<file path="src/rtl/mandelbrot_cfg_pkg.sv">
// mandelbrot_cfg_pkg: config frame layout, FSM states and word packing for the mandelbrot config link.
package mandelbrot_cfg_pkg;
    localparam int CFG_WIDTH   = 33;
    localparam int CR_OFF_LSB  = 0;
    localparam int CR_OFF_W    = 11;
    localparam int CI_OFF_LSB  = 11;
    localparam int CI_OFF_W    = 11;
    localparam int SCALING_LSB = 22;
    localparam int SCALING_W   = 2;
    localparam int CTR_SEL_LSB = 24;
    localparam int CTR_SEL_W   = 2;
    localparam int MAX_CTR_LSB = 26;
    localparam int MAX_CTR_W   = 7;

    typedef enum logic [1:0] {IDLE, SHIFT, DONE, RUN} state_e;

    function automatic logic [CFG_WIDTH-1:0] pack_cfg(
        input logic [MAX_CTR_W-1:0] max_ctr,
        input logic [CTR_SEL_W-1:0] ctr_sel,
        input logic [SCALING_W-1:0] scaling,
        input logic [CI_OFF_W-1:0]  ci,
        input logic [CR_OFF_W-1:0]  cr
    );
        return {max_ctr, ctr_sel, scaling, ci, cr};
    endfunction
endpackage

</file>
<file path="src/rtl/cfg_bit_timer.sv">
// cfg_bit_timer: per-bit phase counter; strobe marks the terminal phase of each serial bit.
module cfg_bit_timer #(
    parameter int BIT_CYCLES = 4
) (
    input  logic clk,
    input  logic rst_n,
    input  logic en,
    output logic strobe
);
    localparam int PW = BIT_CYCLES > 1 ? $clog2(BIT_CYCLES) : 1;
    localparam logic [PW-1:0] LAST = PW'(BIT_CYCLES - 1);

    logic [PW-1:0] phase_q, phase_d;

    // Phase is held at 0 while disabled so every frame starts on a fresh bit period.
    always_comb begin
        strobe  = en && (phase_q == LAST);
        phase_d = (en && !strobe) ? phase_q + 1'b1 : '0;
    end

    always_ff @(posedge clk) begin
        if (!rst_n) phase_q <= '0;
        else        phase_q <= phase_d;
    end
endmodule

</file>
<file path="src/rtl/mandelbrot_cfg_serializer.sv">
// mandelbrot_cfg_serializer: latches a config word and shifts it MSB-first on sdata/sen,
// then signals done and optionally pulses run.
module mandelbrot_cfg_serializer #(
    parameter int BIT_CYCLES = 4,
    parameter int CFG_WIDTH  = 33
) (
    input  logic                 clk,
    input  logic                 rst_n,
    input  logic                 start,
    input  logic                 auto_run,
    input  logic [CFG_WIDTH-1:0] cfg_word,
    output logic                 sdata,
    output logic                 sen,
    output logic                 busy,
    output logic                 done,
    output logic                 run_o
);
    import mandelbrot_cfg_pkg::*;

    localparam int IW = $clog2(CFG_WIDTH);

    state_e               state_q, state_d;
    logic [CFG_WIDTH-1:0] shadow_q, shadow_d;
    logic [IW-1:0]        idx_q, idx_d;
    logic                 run_lat_q, run_lat_d;
    logic                 strobe;

    cfg_bit_timer #(.BIT_CYCLES(BIT_CYCLES)) u_timer (
        .clk    (clk),
        .rst_n  (rst_n),
        .en     (state_q == SHIFT),
        .strobe (strobe)
    );

    always_comb begin
        state_d   = state_q;
        shadow_d  = shadow_q;
        idx_d     = idx_q;
        run_lat_d = run_lat_q;
        case (state_q)
            IDLE: if (start) begin
                state_d   = SHIFT;
                shadow_d  = cfg_word;
                run_lat_d = auto_run;
                idx_d     = IW'(CFG_WIDTH - 1);
            end
            SHIFT: if (strobe) begin
                if (idx_q == '0) state_d = DONE;
                else             idx_d   = idx_q - 1'b1;
            end
            DONE:    state_d = run_lat_q ? RUN : IDLE;
            default: state_d = IDLE;
        endcase
    end

    // Outputs decode registered state only, so no input reaches an output combinationally.
    always_comb begin
        busy  = state_q == SHIFT;
        sdata = busy && shadow_q[idx_q];
        sen   = strobe;
        done  = state_q == DONE;
        run_o = state_q == RUN;
    end

    always_ff @(posedge clk) begin
        if (!rst_n) begin
            state_q   <= IDLE;
            shadow_q  <= '0;
            idx_q     <= '0;
            run_lat_q <= 1'b0;
        end else begin
            state_q   <= state_d;
            shadow_q  <= shadow_d;
            idx_q     <= idx_d;
            run_lat_q <= run_lat_d;
        end
    end
endmodule
</file>
<file path="config.mk">
export PLATFORM = sky130hd
export DESIGN_NAME = mandelbrot_cfg_serializer
export DESIGN_NICKNAME = d
export VERILOG_FILES = /design/src/rtl/mandelbrot_cfg_pkg.sv /design/src/rtl/cfg_bit_timer.sv /design/src/rtl/mandelbrot_cfg_serializer.sv
export SDC_FILE = /design/constraint.sdc
export NUM_CORES = 1
export LEC_CHECK = 0
export CAP_MARGIN = 20
export CORE_UTILIZATION = 45
export DETAILED_ROUTE_END_ITERATION = 6
export PLACE_DENSITY = 0.74
export SLEW_MARGIN = 15
export SYNTH_ARGS = -nofsm -noshare
export SYNTH_HDL_FRONTEND = slang
export SYNTH_HIERARCHICAL = 1
export SYNTH_SLANG_ARGS = --single-unit
</file>
<file path="constraint.sdc">
create_clock -name clk -period 1.95 [get_ports clk]
set_clock_uncertainty 0.15 [all_clocks]
set_input_delay 0.195 -clock clk [delete_from_list [all_inputs] [get_ports clk]]
set_output_delay 0.195 -clock clk [all_outputs]
set_load 0.01 [all_outputs]
</file>
==> impl_metrics.json <==
{
  "viasPerCell": 5.18,
  "cp_num_buf_inv": 2,
  "hold_path.class": "primary input to flip-flop",
  "drt_iter0_markers": 90,
  "crit_required_ps": 1600,
  "hold_viol_final": 0,
  "coreArea_um2": 4440,
  "ys_seq_area_share_pct": 41.7,
  "cts_buffers": 5,
  "fin_crit_ps": 2200,
  "powerDensity_nw_per_um2": 687,
  "dr_total_vias": 1855,
  "m1WireLength_um": 2150,
  "hold_ws_ps": 304,
  "synth_common_cells": "nand2_1 (80), dfxtp_1 (44), a21boi_0 (36)",
  "n_antenna_cell": 0,
  "async_flop_share_pct": 0,
  "synthesis.area_um2": 2110,
  "grtUsageTotal_pct": 21.6,
  "setup_viol": 1,
  "status": "complete, but fails checks",
  "synthCells": 242,
  "routedWlPerCell_um": 13.0,
  "dp_slack_ps": -409,
  "wl_met3_um": 172,
  "final_nets": 346,
  "path_class": "flip-flop to primary output",
  "htreeDepth": 2,
  "ys.flop_type": "dfxtp_1",
  "worst_setup_path_start_kind": "flip-flop",
  "maxCapViolations": 0,
  "ys_types": 39,
  "ys_top_cells_by_area": "dfxtp_1 (42%), nand2_1 (14%), a21boi_0 (13%), mux4_2 (4.3%), mux4_1 (2.5%)",
  "tightest_slew_ps": 290,
  "crit_fanout": 6,
  "min_path_cells": 3,
  "ys_ff_latch": 44,
  "p_leak_nw": 1.09,
  "top_layer_used": "met4",
  "rsz0062_at_grt": "true",
  "slew_viol_final": 0,
  "overflow": 0,
  "syn_area_per_cell_um2": 8.72,
  "cts_tree": "done",
  "post-route-period-util_pct": 113,
  "cp-end-kind": "primary output",
  "yosysWarnings": 6,
  "synth_edf_count": 0,
  "place_congestion": 0.967,
  "crit_cells": 6,
  "yosysMostFrequentCell": "nand2_1",
  "clk_latency_ps": 290,
  "relSlewSlack_pct": 80.6,
  "ctsLongestPathBuffers": 2,
  "synth_top_cell_by_area": "dfxtp_1",
  "drive_gt1_share_pct": 20.3,
  "cts_sinks": 44,
  "drc": 5,
  "drt-total-wl_um": 4650,
  "portBuffers": 41,
  "final_cells": 358,
  "io_pins": 42,
  "initial_core_util_pct": 47.5,
  "synth_top_area_share_pct": 41.7,
  "clk_pin_slew_worst_paths_ps": 80,
  "syn-num-nets": 282,
  "post-dp-hpwl_um": 3480,
  "area_growth_syn_to_layout_pct": 36.6,
  "grt_pass1_vias": 1841,
  "critPathMaxStageDelay_ps": 400,
  "place_inst": 349,
  "dieArea_um2": 4970,
  "crit_family": "flip-flops",
  "crit_arrival_ps": 1860,
  "fmax_mhz": 454,
  "grt_max_degree": 43,
  "die_h_um": 70.5,
  "grt_pass1_wl_um": 8420,
  "violations": "DRC, setup timing",
  "path_cells": "buf_6 -> mux2_2 -> or3_1 -> o2111ai_1 -> a31oi_1 -> buf_2",
  "reg2regPathDepth": 10,
  "row_count": 24,
  "firstDrtPassIters": 6,
  "antenna_found_initial": 0,
  "cts_root_buf": "clkbuf_8",
  "met2_length_um": 2210,
  "ir_drop_mv": 0.373,
  "die_x_um": 70.5,
  "hold_buffers": 0,
  "layout_setup_ws_ps": -254,
  "route.antenna.remaining_nets": 0,
  "crit_slowest_cell": "dfxtp_4"
}
-- path summary, 6_finish.rpt --
path              slack (ps)      endpoint         start
setup / recovery        -250         sdata      idx_q[1]
hold reg to reg          320  shadow_q[23]  shadow_q[23]
hold / removal           300  shadow_q[23]  cfg_word[23]
setup reg to reg          70      idx_q[2]      idx_q[0]
-- state kept, by name (all words and copies together) (netlist names) --
register / count
state_q: 2
u_timer/phase_q: 2
shadow_q: 33
idx_q: 6
run_lat_q: 1
-- report_power, final --
part	switching, W	internal, W
sequential	0.0000455	0.000960
clock	0.000300	0.000243
combinational	0.000188	0.000244
total	0.000534	0.00145
-- worst reg2reg max path: stages (launching register included) --
cell and delay, ps:
dfxtp_4 360, buf_6 140, inv_4 50, buf_6 120, ha_4 150, a31oi_4 90
buf_4 150, buf_4 130, o211ai_1 220, xor2_1 170, nor2_1 50
-- logic make-up (layout without fill, tap and decap cells) --
family	count (synthesis)	in the layout	share of synthesized area [%]
and+or+nand+nor	105	105	21.3
AOI/OAI and AO/OA	56	56	20.7
DFF	44	44	41.7
buffers and inverters	21	85	4.56
muxes	9	9	8.24
xor gates and xnor gates	4	4	1.66
adders and majority gates	3	3	1.78
-- cells in the final DEF (no fill, tap or decap), types with 3 or more instances in the layout --
cell type         n
nand2_1          78
nor2_1            8
clkbuf_8          5
buf_6             3
buf_4            27
xor2_1            4
a21boi_0         36
inv_1             3
dfxtp_1          41
mux4_2            6
o2111ai_1         3
a21oi_1           3
clkdlybuf4s50_1  40
-- metrics by stage --
step / cell area (um^2) / power [W] / setup TNS (ps) / utilization, %
after floorplan: 2110 / 0.00124 / 0 / -
after global placement: 2760 / 0.00144 / -470 / 62.1
after detailed placement: 2760 / 0.00145 / -639 / 62.1
after CTS: 2870 / 0.00200 / -279 / 64.6
after global routing: 2880 / 0.00209 / -346 / 64.9
final: 2880 / 0.00198 / -254 / 64.9
-- cell type report --
type,count,area [um^2]
clock buffers,5,68.8
multi-input cells,177,1140
flip-flops and latches,44,890
fillers,396,1560
repair buffers,73,682
inverters,5,21.3
well taps,52,65.1
clock inverters,2,12.5
-- routing by layer --
| layer | track usage [%] | vias to the layer above |
|---|---|---|
| li1 | - | 955 |
| met2 | 35.3 | 45 |
| met3 | 3.75 | 11 |
| met4 | 8.62 | 0 |
| met1 | 28.2 | 844 |
| met5 | 0 | - |
-- timing repair --
action / in CTS / in global routing
pin swaps: 6 / 2
endpoints found under the hold margin: 0 / 0
cloned: 0 / 0
gates resized for setup: 14 / 7
buffers inserted: 2 / 0
endpoints found under the setup margin: 6 / 7
Note: power is estimated with default switching activity, not from simulation.
